`src/rtl/cpu_clock_pkg.sv`:
```
// Shared types and constants for the CPU clock-enable sequencer.
package cpu_clock_pkg;

  // Sequencer states; the encoding is visible on the state output.
  typedef enum logic [1:0] {
    ST_HALTED = 2'b00,
    ST_RUN    = 2'b01,
    ST_STEP   = 2'b10,
    ST_BURST  = 2'b11
  } cc_state_t;

  // Speed switch codes; 01 is an unused code that falls back to slow.
  localparam logic [1:0] SPEED_SLOW     = 2'b00;
  localparam logic [1:0] SPEED_SLOW_ALT = 2'b01;
  localparam logic [1:0] SPEED_FAST     = 2'b10;
  localparam logic [1:0] SPEED_FASTEST  = 2'b11;

  // Board defaults for a 50 MHz-class source clock.
  localparam int unsigned DEF_DEBOUNCE_CYCLES = 500000;
  localparam int unsigned DEF_DIV_SLOW        = 25000000;
  localparam int unsigned DEF_DIV_FAST        = 2000000;
  localparam int unsigned DEF_DIV_FASTEST     = 100000;

  // Cycles per tick for the current speed switch setting.
  function automatic logic [31:0] select_div(input logic [1:0] speed,
                                             input logic [31:0] d_slow,
                                             input logic [31:0] d_fast,
                                             input logic [31:0] d_fastest);
    case (speed)
      SPEED_FASTEST:  return d_fastest;
      SPEED_FAST:     return d_fast;
      SPEED_SLOW,
      SPEED_SLOW_ALT: return d_slow;
      default:        return d_slow;
    endcase
  endfunction

endpackage

```
`src/rtl/cpu_clock_controller_step_debouncer.sv`:
```
// Push-button conditioner: 2-flop synchronizer plus stability counter.
// After reset the button must be seen released for a full debounce window
// before any press is accepted, so a button held through reset never
// produces a rising edge on db.
module step_debouncer
  import cpu_clock_pkg::*;
#(
  parameter int unsigned DEBOUNCE_CYCLES = DEF_DEBOUNCE_CYCLES
) (
  input  logic source_clock,
  input  logic reset_n,
  input  logic raw,
  output logic db
);

  localparam int CNT_W = (DEBOUNCE_CYCLES > 1) ? $clog2(DEBOUNCE_CYCLES) : 1;
  localparam logic [CNT_W-1:0] CNT_MAX = CNT_W'(DEBOUNCE_CYCLES - 1);

  logic             sync1;
  logic             sync2;
  logic             armed;
  logic [CNT_W-1:0] cnt;

  // Bring the asynchronous button into the source_clock domain.
  always_ff @(posedge source_clock or negedge reset_n) begin
    if (!reset_n) begin
      sync1 <= 1'b0;
      sync2 <= 1'b0;
    end else begin
      sync1 <= raw;
      sync2 <= sync1;
    end
  end

  // Arm on a stable release, then accept a level only after it holds for the full window.
  always_ff @(posedge source_clock or negedge reset_n) begin
    if (!reset_n) begin
      armed <= 1'b0;
      db    <= 1'b0;
      cnt   <= '0;
    end else if (!armed) begin
      if (sync1 || sync2) begin
        cnt <= '0;
      end else if (cnt == CNT_MAX) begin
        armed <= 1'b1;
        cnt   <= '0;
      end else begin
        cnt <= cnt + 1'b1;
      end
    end else if (sync2 == db) begin
      cnt <= '0;
    end else if (cnt == CNT_MAX) begin
      db  <= sync2;
      cnt <= '0;
    end else begin
      cnt <= cnt + 1'b1;
    end
  end

endmodule

```
`src/rtl/cpu_clock_controller.sv`:
```
// CPU clock-enable sequencer: free-run at a selectable rate, single-step on
// a debounced button, fixed-length bursts, and halt on breakpoint request.
// cpu_tick is a one-cycle enable, not a derived clock.
module cpu_clock_controller
  import cpu_clock_pkg::*;
#(
  parameter int unsigned DEBOUNCE_CYCLES = DEF_DEBOUNCE_CYCLES,
  parameter int unsigned DIV_SLOW        = DEF_DIV_SLOW,
  parameter int unsigned DIV_FAST        = DEF_DIV_FAST,
  parameter int unsigned DIV_FASTEST     = DEF_DIV_FASTEST
) (
  input  logic        source_clock,
  input  logic        reset_n,
  input  logic        step,
  input  logic        run,
  input  logic [1:0]  speed,
  input  logic [15:0] burst_count,
  input  logic        burst_start,
  input  logic        halt_req,
  output logic        cpu_tick,
  output logic [1:0]  state,
  output logic        busy,
  output logic [31:0] tick_count
);

  cc_state_t   state_q;
  cc_state_t   state_d;
  logic        db;
  logic        db_q;
  logic        step_rise;
  logic [31:0] div;
  logic [31:0] div_cnt;
  logic [31:0] div_cnt_d;
  logic        tick_due;
  logic        tick_d;
  logic [15:0] remaining;
  logic [15:0] remaining_d;
  logic        busy_d;
  logic [31:0] tick_count_q;

  step_debouncer #(
    .DEBOUNCE_CYCLES(DEBOUNCE_CYCLES)
  ) u_step_debouncer (
    .source_clock(source_clock),
    .reset_n     (reset_n),
    .raw         (step),
    .db          (db)
  );

  assign step_rise = db & ~db_q;
  assign div       = select_div(speed, 32'(DIV_SLOW), 32'(DIV_FAST), 32'(DIV_FASTEST));
  // >= rather than == so a speed change to a shorter period never overshoots.
  assign tick_due  = (div_cnt >= (div - 32'd1));

  // Next state, tick decision, divider and burst bookkeeping.
  always_comb begin
    state_d     = state_q;
    tick_d      = 1'b0;
    div_cnt_d   = div_cnt;
    remaining_d = remaining;
    case (state_q)
      ST_HALTED: begin
        if (step_rise) begin
          state_d = ST_STEP;
          tick_d  = 1'b1;
        end else if (burst_start && (burst_count != 16'd0) && !halt_req) begin
          state_d     = ST_BURST;
          remaining_d = burst_count;
          div_cnt_d   = '0;
        end else if (run && !halt_req) begin
          state_d   = ST_RUN;
          div_cnt_d = '0;
        end
      end
      ST_STEP: begin
        if (!db) state_d = ST_HALTED;
      end
      ST_RUN: begin
        if (halt_req || !run) begin
          state_d = ST_HALTED;
        end else if (tick_due) begin
          tick_d    = 1'b1;
          div_cnt_d = '0;
        end else begin
          div_cnt_d = div_cnt + 32'd1;
        end
      end
      ST_BURST: begin
        if (halt_req) begin
          state_d = ST_HALTED;
        end else if (tick_due) begin
          tick_d      = 1'b1;
          div_cnt_d   = '0;
          remaining_d = remaining - 16'd1;
          if (remaining == 16'd1) state_d = ST_HALTED;
        end else begin
          div_cnt_d = div_cnt + 32'd1;
        end
      end
      default: state_d = ST_HALTED;
    endcase
    busy_d = (state_d == ST_RUN) || (state_d == ST_BURST);
  end

  // Sequencer registers; every output is taken straight from a flop.
  always_ff @(posedge source_clock or negedge reset_n) begin
    if (!reset_n) begin
      state_q      <= ST_HALTED;
      db_q         <= 1'b0;
      div_cnt      <= '0;
      remaining    <= '0;
      cpu_tick     <= 1'b0;
      busy         <= 1'b0;
      tick_count_q <= '0;
    end else begin
      state_q   <= state_d;
      db_q      <= db;
      div_cnt   <= div_cnt_d;
      remaining <= remaining_d;
      cpu_tick  <= tick_d;
      busy      <= busy_d;
      if (tick_d) tick_count_q <= tick_count_q + 32'd1;
    end
  end

  assign state      = state_q;
  assign tick_count = tick_count_q;

endmodule

```
`config.mk`:
```
export PLATFORM = sky130hd
export DESIGN_NAME = cpu_clock_controller
export DESIGN_NICKNAME = d
export VERILOG_FILES = /design/src/rtl/cpu_clock_pkg.sv /design/src/rtl/cpu_clock_controller_step_debouncer.sv /design/src/rtl/cpu_clock_controller.sv
export SDC_FILE = /design/constraint.sdc
export NUM_CORES = 1
export LEC_CHECK = 0
export CORE_UTILIZATION = 45
export DETAILED_ROUTE_END_ITERATION = 10
export DONT_BUFFER_PORTS = 1
export PLACE_DENSITY = 0.69
export SLEW_MARGIN = 20
export SYNTH_ARGS = -nofsm -noshare
export SYNTH_HDL_FRONTEND = slang
export SYNTH_SLANG_ARGS = --single-unit
export TNS_END_PERCENT = 100
```
`constraint.sdc`:
```
create_clock -name source_clock -period 4.3 [get_ports source_clock]
set_input_delay 0.215 -clock source_clock [delete_from_list [all_inputs] [get_ports source_clock]]
set_output_delay 0.215 -clock source_clock [all_outputs]
set_load 0.02 [all_outputs]
```
Yosys cells after proc, flatten, opt, wreduce, memory -nomap -nowiden. Cells that the tools add are included.

Output and inout port bits: 36. Word-level logic and storage cells: 89. Bits in registers: 108.

Reduce and logical (&&, ||, !) cells: 17. Add/subtract/negate cells: 5. $lt $le $gt $ge: 1. Eq/ne operators: 17. Mux-type cells: 34. Bitwise logic cells: 3.

Operator list (number): $mux W32 (6); $pmux W32 S3 (2); $mux W19 (4); $add A32 B1 Y32 const B (2); $mux W16 (4); $ge A32 B32 Y1 (1); $pmux W16 S2 (1); $sub A32 B1 Y32 const B (1); $add A19 B1 Y19 const B (1); $eq A19 B19 Y1 const B (1); $eq A16 B1 Y1 const B (1); $mux W2 (8); $reduce_bool A16 Y1 (1); $sub A16 B1 Y16 const B (1); $eq A2 B2 Y1 const B (5); $ne A2 B2 Y1 const B (5); $reduce_and A5 Y1 (2); $pmux W2 S4 (1); $mux W1 (7); $eq A2 B1 Y1 const B (3); $logic_not A2 Y1 (2); $logic_and A1 B1 Y1 (3); $logic_or A1 B1 Y1 (3); $ne A3 B3 Y1 const B (1); other kinds (9) (11).

Logic depth before layout (Yosys ltp). Gate-level depths: netlist of run 1.

Depth after elaboration: 10. Gate-level depth with buffers: 12. Gate-level depth less buffers: 10.

Cells and area by module. Synthesis of run 1 repeated with hierarchy kept, for this count alone.

Cell total of the unflattened synthesis: 654. Area, all modules: 6165.9 um2.

Modules (own cells, without submodules): cpu_clock_controller (times used 1, cells each 546, area each 5019.8 um2, sequential area each 2127.0 um2); step_debouncer (times used 1, cells each 108, area each 1146.1 um2, sequential area each 575.6 um2).

Least setup slack after synthesis of run 1. No wires, ideal clock.

Path type: input-to-reg. Start point: input port speed[1]. End point: register div_cnt[12]. Path buffers: 3. Path slack: 1.901 ns. Data arrival time: 2.322 ns. Required time: 4.223 ns. Cell stages on the path: 11. Path through: clkbuf_1 -> ha_1 -> a21o_1 -> a21o_1 -> a221oi_1 -> a21oi_2 -> nor2_2 -> buf_2 -> buf_2 -> o311ai_0 -> a21oi_1.

Cells in the longest elaborated chain, start to end: 8. Elaborated cells on any way between the ends: 12. Those cells by class: add/sub: 1; order compare: 1; eq/ne: 3; mux: 5; reduce/logical: 2.

RTL lines: from (decl) (RTL line cpu_clock_controller.sv:16) `input logic [1:0] speed,`; $eq A2 B1 Y1 or $logic_not A2 Y1 (tied branches) (RTL line cpu_clock_pkg.sv:29) `case (speed)`; $reduce_or A2 Y1; $pmux W32 S3 (*) (RTL line cpu_clock_pkg.sv:29); $sub A32 B1 Y32 (*) (RTL line cpu_clock_controller.sv:53) `assign tick_due = (div_cnt >= (div - 32'd1));`; $ge A32 B32 Y1 (*) (RTL line cpu_clock_controller.sv:53); $mux W32 (*) (RTL line cpu_clock_controller.sv:81, cpu_clock_controller.sv:91); $mux W32, on equally long branches (RTL line cpu_clock_controller.sv:89, cpu_clock_controller.sv:79); $pmux W32 S3 (*) (RTL line cpu_clock_controller.sv:61) `case (state_q)`; to (signal assigned) (RTL line cpu_clock_controller.sv:118) `div_cnt <= div_cnt_d;`; to (decl) (RTL line cpu_clock_controller.sv:32) `logic [31:0] div_cnt;`.

Every way passes the cells marked *; elsewhere a longest branch is shown, timed or not. The select of a mux whose other input is x is not followed. A chain may end at the register's enable or synchronous reset.

Worst setup path after layout of run 1.
Start point: register div_cnt[6]. End point: register remaining[8].

Cells in the longest elaborated chain, start to end: 3.

RTL lines: $ge A32 B32 Y1 (RTL line cpu_clock_controller.sv:53); $ne A2 B2 Y1 (no source line); $reduce_and A5 Y1 (no source line); to (signal assigned) (RTL line cpu_clock_controller.sv:119) `remaining <= remaining_d;`; to (decl) (RTL line cpu_clock_controller.sv:36) `logic [15:0] remaining;`.

No other way between the ends.

==> flow_results.org, run 1 <==
** Outcome
- Outcome :: complete, no violations

** Clock tree
- Counting the buffers created by CTS gives 9.
- Clk slew on worst S/H paths :: 0.07 ns
- Worst-Skew Late Latency :: 0.35 ns
- Clk sink count :: 107
- In this run the clock root is driven by a sky130_fd_sc_hd__clkbuf_16.
- CTS HTree Levels :: 3
- Gates resized during post-CTS repair numbered 0.
- Post-CTS timing repair inserted 0 buffers for setup.
- Cts hold-fix bufs :: 3
- TritonCTS built the clock tree.
- Clock tree buffer depth :: 2

** Synthesis
- For this run, asynchronously set or reset flops after synthesis account for 100%.
- Adder-Cell Fraction of Synth Area :: 5.40%
- Cell type with the highest aggregate area in the netlist :: sky130_fd_sc_hd__dfrtp_1
- In the post-synthesis netlist, the biggest area contributors are sky130_fd_sc_hd__dfrtp_1 (44%), sky130_fd_sc_hd__xnor2_1 (6.3%), sky130_fd_sc_hd__ha_1 (5.4%).
- Synth top area share :: 44.5%
- Syn avg cell area :: 9.16 um2
- During synthesis, Yosys emitted a total of 0 warnings.
- Sequential cells were found to cover 44.5% of the synthesized design area.
- After Yosys synthesis, XOR and XNOR cells account for 8.29% of the synthesized area.
- The synthesized design contains 107 register bits.
- Synthesis produced 657 cells.
- Post-synth top cells :: sky130_fd_sc_hd__dfrtp_1 (107), sky130_fd_sc_hd__nor2_1 (76), sky130_fd_sc_hd__nand2_1 (56)
- The most common cell in the synthesized netlist is sky130_fd_sc_hd__dfrtp_1.
- The mapped netlist covers 6020 um2.
- The most used flip-flop cell after synthesis is sky130_fd_sc_hd__dfrtp_1.
- In this run, synthesis inferred 0 flip-flops with an integrated enable.
- Mux share of post-synthesis cell area :: 0.707%
- After synthesis, the largest family of logic cells by area is simple AND/OR/NAND/NOR gates.
- The synthesized netlist devotes 11.7% of its cell area to compound gates.
- Area fraction in and, or, nand and nor cells after synthesis :: 25.6%
- Number of distinct library cells after synthesis :: 55

** Finish
- The number of antenna diodes in the final layout is 0.
- In the final layout, the share of cells above drive strength 1 is 5.21%.
- Final standard cell count with taps included and fillers excluded :: 824
- Nets :: 697
- Area overhead of the layout relative to synthesis :: 7.46%

** Timing
- Final worst clock skew :: 0.00640 ns
- The hold violation count in the final report was 0.
- Final Cycle Share :: 73.2%
- The smallest clock period supported by the final layout is computed as 3.15 ns.
- Setup repair after global routing missed its margin :: no
- Slew @ Worst Pin :: 0.891 ns
- Setup violations remaining at the end of the flow were counted as 0.
- Fmax :: 0.318 GHz
- The max-slew violation count was 0.
- Setup total negative slack on the finished layout was measured at 0 ns.
- Relative slew margins :: 40.5%

** Worst hold path
- Min-delay worst type :: in2reg

** Routing
- Post-route DRC :: 0
- Antenna Violating Nets Remaining :: 0
- After detailed routing, the total wire length is 13300 um.
- Routed via count divided by cell count :: 5.85
- The first detailed-routing pass ran for 5 iterations.
- Dividing the detail-routed wire length by the instance count gives 16.2 um.
- First-iteration detailed-routing DRC count :: 373
- Total via count in the routed design :: 4819

** Worst setup path
- Critical path's largest stage delay :: 0.72 ns
- Library cell contributing the largest single delay on the critical path :: sky130_fd_sc_hd__o21ai_1
- Worst-path cell chain :: ha_1, a21oi_1, nor2b_1, o311ai_0, a21oi_2, o21ai_1, and2_4, o22ai_1
- Arr. time, crit path :: 3.36 ns
- Data on the critical path is required at its endpoint by 4.51 ns.
- The worst setup path is launched from a flop.
- The setup path with the least slack is of type reg2reg.
- Critical Path Fanout Max :: 14
- Crit. End Element :: flop

** Floorplan
- After floorplanning, the core was divided into 41 placement rows.
- During I/O placement, the number of pins put on the boundary was 60.
- Effective utilization at floorplan :: 46.9%
- The die is 118 um wide.
- The die covers 13800 um2.
- Measured along the y axis, the die boundary spans 118 um.
- Placeable core region :: 12800 um2

** Power and ir drop
- Worst VDD drop :: 0.183 mV
- In this run the static leakage power is 2.72 nW.
- Pwr per Cell Area :: 390 nW/um2

** GRT
- Entering global routing, the biggest net connects 108 pins.
- Initial antenna violation count :: 0
- Wire length of the first global-routing pass :: 23200 um
- Aggregate global routing overflow :: 0
- GRT Util Overall :: 20.6%
- The number of global-route vias before repair is 4812.

** Placed design
- Count of port buffers added during placement :: 0
- Cell count after placement :: 805
- Routability-driven placement congestion ratio :: 0.828
- Dpl hpwl :: 9440 um

** Job
- Across the run, the number of max-cap violations was 0.
-- area by class of cell --
class / instances / area [um2]
clock buffer: 11 / 243
tap: 172 / 215
multi-input combinational: 501 / 3120
inverter: 23 / 86.3
clock inverter: 5 / 60.1
timing repair buffer: 5 / 62.6
fill: 1196 / 6360
sequential: 107 / 2680
-- cell families after synthesis --
group / after synthesis
and+or+nand+nor: 302
adders and majority gates: 26
DFF: 107
AOI/OAI and AO/OA: 109
other: 1
muxes: 4
buffers and inverters: 51
xor gates and xnor gates: 57
-- stage by stage --
step	instance area, um2	hold slack (ns)	power [mW]	utilization [%]	worst slack [ns]
after floorplan	6030	-0.0806	1.57	-	1.90
final	6470	0.0688	2.52	50.4	1.15
after global routing	6470	0.0900	2.65	50.4	0.864
after global placement	6120	-0.0774	1.63	47.7	1.31
after CTS	6470	0.0549	2.54	50.4	1.18
after detailed placement	6120	-0.0759	1.66	47.7	1.19
-- report_power, final --
part | switching [mW] | total [mW] | internal (mW)
clock network | 0.376 | 0.847 | 0.471
logic | 0.288 | 0.447 | 0.159
registers | 0.121 | 1.23 | 1.11
-- layer usage --
layer / up-vias / global-route usage [%] / part of all wire, %
met5: - / 0 / 0
met4: 0 / 7.29 / 1.7
met3: 17 / 4.12 / 4.3
met2: 105 / 33.3 / 48
met1: 2356 / 27.4 / 46
li1: 2341 / - / -
-- critical path, delay by kind of cell (launching register included) --
family	cells	cell delay (ns)
compound gates	5	1.77
fa+ha+maj	1	0.35
simple gates	2	0.44
flops	1	0.46
-- state kept, by name (all words and copies together) (netlist names) --
register,cells
u_step_debouncer.sync2,1
u_step_debouncer.cnt,19
tick_count,32
u_step_debouncer.armed,1
u_step_debouncer.db,1
busy,1
remaining,16
cpu_tick,1
db_q,1
div_cnt,32
u_step_debouncer.sync1,1
state,1
-- worst paths after layout --
kind / to / startpoint / cells after the start / slack, ns
max in group asynchronous: u_step_debouncer.cnt[1]$_DFF_PN0_ / reset_n / 2 / 3.36
hold reg to reg: u_step_debouncer.cnt[0]$_DFF_PN0_ / u_step_debouncer.cnt[0]$_DFF_PN0_ / 1 / 0.45
min in group asynchronous: div_cnt[10]$_DFFE_PN0P_ / reset_n / 2 / 0.49
setup reg to reg: remaining[8]$_DFFE_PN0P_ / div_cnt[6]$_DFFE_PN0P_ / 8 / 1.15
hold / removal: remaining[14]$_DFFE_PN0P_ / halt_req / 2 / 0.07
setup / recovery: remaining[8]$_DFFE_PN0P_ / div_cnt[6]$_DFFE_PN0P_ / 8 / 1.15
-- layout by cell type (no fill, tap or decap), types with 12 or more instances in the layout --
| master | n |
|---|---|
| sky130_fd_sc_hd__and3_1 | 19 |
| sky130_fd_sc_hd__ha_1 | 26 |
| sky130_fd_sc_hd__inv_1 | 22 |
| sky130_fd_sc_hd__nor2_1 | 76 |
| sky130_fd_sc_hd__nand4_1 | 26 |
| sky130_fd_sc_hd__xor2_1 | 14 |
| sky130_fd_sc_hd__nand3_1 | 30 |
| sky130_fd_sc_hd__dfrtp_1 | 107 |
| sky130_fd_sc_hd__a31oi_1 | 15 |
| sky130_fd_sc_hd__o22ai_1 | 15 |
| sky130_fd_sc_hd__nand2_1 | 56 |
| sky130_fd_sc_hd__a21oi_1 | 32 |
| sky130_fd_sc_hd__nor4_1 | 22 |
| sky130_fd_sc_hd__or3_1 | 12 |
| sky130_fd_sc_hd__nor3_1 | 14 |
| sky130_fd_sc_hd__o21ai_0 | 15 |
| sky130_fd_sc_hd__xnor2_1 | 43 |
Power figures use the tool's default switching activity.
==> run 2, diff against run 1 <==
Settings changed: ABC_AREA set to 1.
Clock period 4.3 ns to 3.1 ns, I/O delays scaled along.
==> run 2 against run 1 <==
Compared with the run above: clock power up 49%; wire length up 38%; synthesized area up 22%; non-clock buffer count up 5; worst setup slack worse by 0.66 ns; count of clock-buffer cells in the layout unchanged; first-iteration DRC count up 39%; final cell count up 58%; via count up 42%; critical path type unchanged.
==> flow_results.org, run 2 <==
** Outcome
- Outcome :: complete, no violations

** Placed design
- The setup slack after placement came to 0.520 ns (-0.669 ns).
- Dpl hpwl :: 13100 um (+39%)
- Cell count after placement :: 1285 (+60%)
- Routability-driven placement congestion ratio :: 0.924 (+12%)
- The count of input and output buffers came to 0 (unchanged).

** Timing
- Count of endpoints failing hold in the final timing report :: 0 (unchanged)
- The relative max-transition margin is 52.0% (+11 points).
- Number of endpoints failing setup at the final stage :: 0 (unchanged)
- Minimum period implied by the final worst setup slack :: 2.61 ns (-0.540 ns)
- Final Cycle Share :: 84.1% (+11 points)
- Worst-case setup margin in the final layout :: 0.491 ns (-0.660 ns)
- Slew @ Worst Pin :: 0.720 ns (-0.171 ns)
- The max-slew violation count is 0 (unchanged).
- Setup TNS :: 0 ns (unchanged)
- The fmax was 0.383 GHz (+21%).
- Setup repair after global routing left no endpoint under its margin.
- Final worst clock skew :: 0.00892 ns (+0.00252 ns)

** Synthesis
- Synth top area share :: 36.5% (-8.0 points)
- Number of distinct library cells after synthesis :: 39 (-29%)
- The number of synthesized flops with an enable pin came to 0 (unchanged).
- The biggest area contributor in the post-synthesis netlist is sky130_fd_sc_hd__dfrtp_1.
- The commonest cells after synthesis are sky130_fd_sc_hd__nand2_1 (332), sky130_fd_sc_hd__nor2_1 (158), sky130_fd_sc_hd__nand3_1 (125).
- In the post-synthesis netlist, the biggest area contributors are sky130_fd_sc_hd__dfrtp_1 (36%), sky130_fd_sc_hd__nand2_1 (17%), sky130_fd_sc_hd__nand3_1 (8.5%).
- For this run, the leading register cell type out of synthesis is sky130_fd_sc_hd__dfrtp_1.
- The cell count after synthesis came to 1090 (+66%).
- Area of the mapped netlist :: 7340 um2 (+22%)
- Most instantiated library cell after synthesis :: sky130_fd_sc_hd__nand2_1
- Sequential share of the synthesized area :: 36.5% (-8.0 points)
- YS warnings :: 0 (unchanged)
- Syn avg cell area :: 6.73 um2 (-26%)
- The number of storage elements in the synthesis netlist was 107 (unchanged).
- The fraction of registers with async set or reset after synthesis came to 100% (unchanged).

** Clock tree
- Clock root buffer master :: sky130_fd_sc_hd__clkbuf_16
- TritonCTS built the clock tree.
- Worst-Skew Late Latency :: 0.36 ns (about the same)
- CTS Buf Count :: 9 (unchanged)
- Clk sink count :: 107 (unchanged)
- The post-CTS setup repair buffer count was 0 (unchanged).
- The CTS H-tree depth was 3 (unchanged).
- The number of gates given a new drive strength after cts came to 0 (unchanged).
- Clk slew on worst S/H paths :: 0.08 ns (about the same)
- Clock tree buffer depth :: 2 (unchanged)

** Finish
- Util after Layout :: 49.6% (-0.83 points)
- Layout filler cell count :: 1663 (+39%)
- Proportion of layout cells with a drive suffix above 1 :: 3.68% (-1.5 points)
- Number of antenna repair diodes :: 0 (unchanged)
- Nets :: 1133 (+63%)
- The post-route non-filler standard cell count was 1304 (+58%).
- Leading cell types in the layout, fill and taps excluded :: sky130_fd_sc_hd__nand2_1 (332), sky130_fd_sc_hd__nor2_1 (158), sky130_fd_sc_hd__nand3_1 (125)
- Area overhead of the layout relative to synthesis :: 7.35%
- Most frequent standard cell in the layout excluding fill and tap cells :: sky130_fd_sc_hd__nand2_1

** GRT
- The number of global-route vias before repair came to 6461 (+34%).
- The global-route usage over all layers came to 23.2% (+2.7 points).
- The number of antenna violations at the first check in global routing was 0 (unchanged).
- Wire length of the first global-routing pass :: 31000 um (+34%)
- The global-route congestion overflow total came to 0 (unchanged).
- The pin count of the biggest net entering global routing is 108 (unchanged).

** Power and ir drop
- Sum of internal, switching and leakage power :: 4.01 mW (+59%)
- The clock group share of total power is 31.5% (-2.1 points).
- The power share of the sequential group is 42.6% (-6.0 points).
- The power density relative to cell area was 509 nW/um2 (+31%).
- Fraction of power consumed by combinational cells :: 26.0% (+8.3 points)
- The fraction of power spent switching nets came to 36.6% (+5.4 points).
- The internal power consumption was 2.55 mW (+47%).
- The maximum VDD drop was 0.400 mV (+120%).
- The reported net switching power was 1.47 mW (+87%).
- The leakage power total was 3.87 nW (+42%).

** Floorplan
- Placeable core region :: 15900 um2 (+24%)
- Num ports :: 60 (unchanged)
- Height of the die :: 130 um (+10%)
- The effective utilization at floorplan is 46.2% (-0.73 points).
- Die ar. :: 16800 um2 (+22%)
- Die boundary width :: 130 um (+10%)
- The count of standard-cell rows was 46 (+12%).

** Routing
- First-iteration detailed-routing DRC count :: 518 (+39%)
- Routed WL :: 18400 um (+38%)
- The count of antenna-violating nets left after detailed routing came to 0 (unchanged).
- Post-route DRC :: 0 (unchanged)
- The per-cell via count in the routed design is 5.24 (-10%).
- Wire per inst :: 14.1 um (-13%)
- The length of the first detailed-routing pass in iterations is 5 (unchanged).
- The total via count in the routed design came to 6831 (+42%).

** Worst hold path
- Min-delay worst type :: in2reg

** Worst setup path
- Worst path required time :: 3.35 ns (-1.16 ns)
- Critical Path Fanout Max :: 33 (+19)
- The critical path goes through ha_1, nand2_1, nor2_1, and2_1, nand2_1, nand3_1, nand2_2, nand2_4, nand2_4, nand2_4, nand2_1, nand2_1.
- The most numerous cell type found on the critical path is sky130_fd_sc_hd__nand2_1.
- CP Launch Type :: flop
- The worst setup path is of the reg2reg kind.
- For this design, the slowest cell found on the critical path is sky130_fd_sc_hd__dfrtp_1.
- Critical path's largest stage delay :: 0.47 ns (-0.25 ns)
- Crit. End Element :: flop
- Arr. time, crit path :: 2.86 ns (-0.50 ns)

** Job
- Maximum capacitance violations :: 0 (unchanged)
## run 2: changes by cell type in the layout (fill, tap and decap cells not counted), sizes merged, moves of 19 or more
cell and change:
nand2 +281, inv +89, nand3 +96, nor4 -19
nor2 +86, xnor2 -36, o21ai +24
## run 2: stage by stage
step                      area, um2  hold slack, ns
final                          7880          0.0315
after global placement         7510          -0.139
after detailed placement       7510          -0.139
after floorplan                7350          -0.141
after global routing           7880          0.0420
after CTS                      7880          0.0183
## run 2: worst paths after layout
kind / startpoint / to / slack (ns) / depth (start not counted)
worst max-delay path: div_cnt[13]$_DFFE_PN0P_ / tick_count[19]$_DFFE_PN0P_ / 0.49 / 12
worst min-delay path: burst_count[11] / remaining[11]$_DFFE_PN0P_ / 0.03 / 4
worst max register to register: div_cnt[13]$_DFFE_PN0P_ / tick_count[19]$_DFFE_PN0P_ / 0.49 / 12
worst min register to register: u_step_debouncer.sync1$_DFF_PN0_ / u_step_debouncer.sync2$_DFF_PN0_ / 0.41 / 0
max in group asynchronous: reset_n / tick_count[16]$_DFFE_PN0P_ / 2.24 / 2
min in group asynchronous: reset_n / tick_count[12]$_DFFE_PN0P_ / 0.39 / 2
## run 2: logic make-up (layout without fill, tap and decap cells)
group / count (synthesis) / after routing / synth area share, %
compound gates: 78 / 78 / 5.83
xor+xnor: 38 / 38 / 4.53
fa+ha+maj: 26 / 26 / 4.43
buf+inv: 142 / 138 / 7.87
flops: 107 / 107 / 36.5
other cells: 1 / 3 / 0.0511
simple gates: 698 / 698 / 40.8
## run 2: area by class of cell
class                           count  area, um2  share of cell area (%)
Multi-Input combinational cell    843       4090                    51.9
Sequential cell                   107       2680                    34.0
Inverter                          112        420                    5.34
Tap cell                          216        270                    3.43
Clock buffer                       11        233                    2.95
Timing Repair Buffer               10        100                    1.27
Clock inverter                      5       86.3                    1.10
## run 2: layer usage
layer  track usage (%)  wire, um  share of wire, %
met2              37.8      8430                46
met3              4.96       906               4.9
met4              5.68       231               1.3
met5                 0         0                 0
met1              31.6      8810                48
## run 2: power groups by stage
stage / combinational (mW) / clock (mW) / sequential (mW)
final: 1.04 / 1.26 / 1.71
after global routing: 1.19 / 1.35 / 1.73
after CTS: 1.04 / 1.31 / 1.71
after detailed placement: 1.00 / 0 / 1.73
after global placement: 0.996 / 0 / 1.73
after floorplan: 0.787 / 0 / 1.70
## run 2: worst max-delay path: cells and delay by family, from the launching register on
family | cells | cell delay (ns)
and+or+nand+nor | 11 | 1.67
DFF | 1 | 0.47
adders and majority gates | 1 | 0.34
## run 2: what timing repair did
action,CTS,global route
hold endpoints to repair,108,0
hold buffers,3,0
endpoints found under the setup margin,0,0
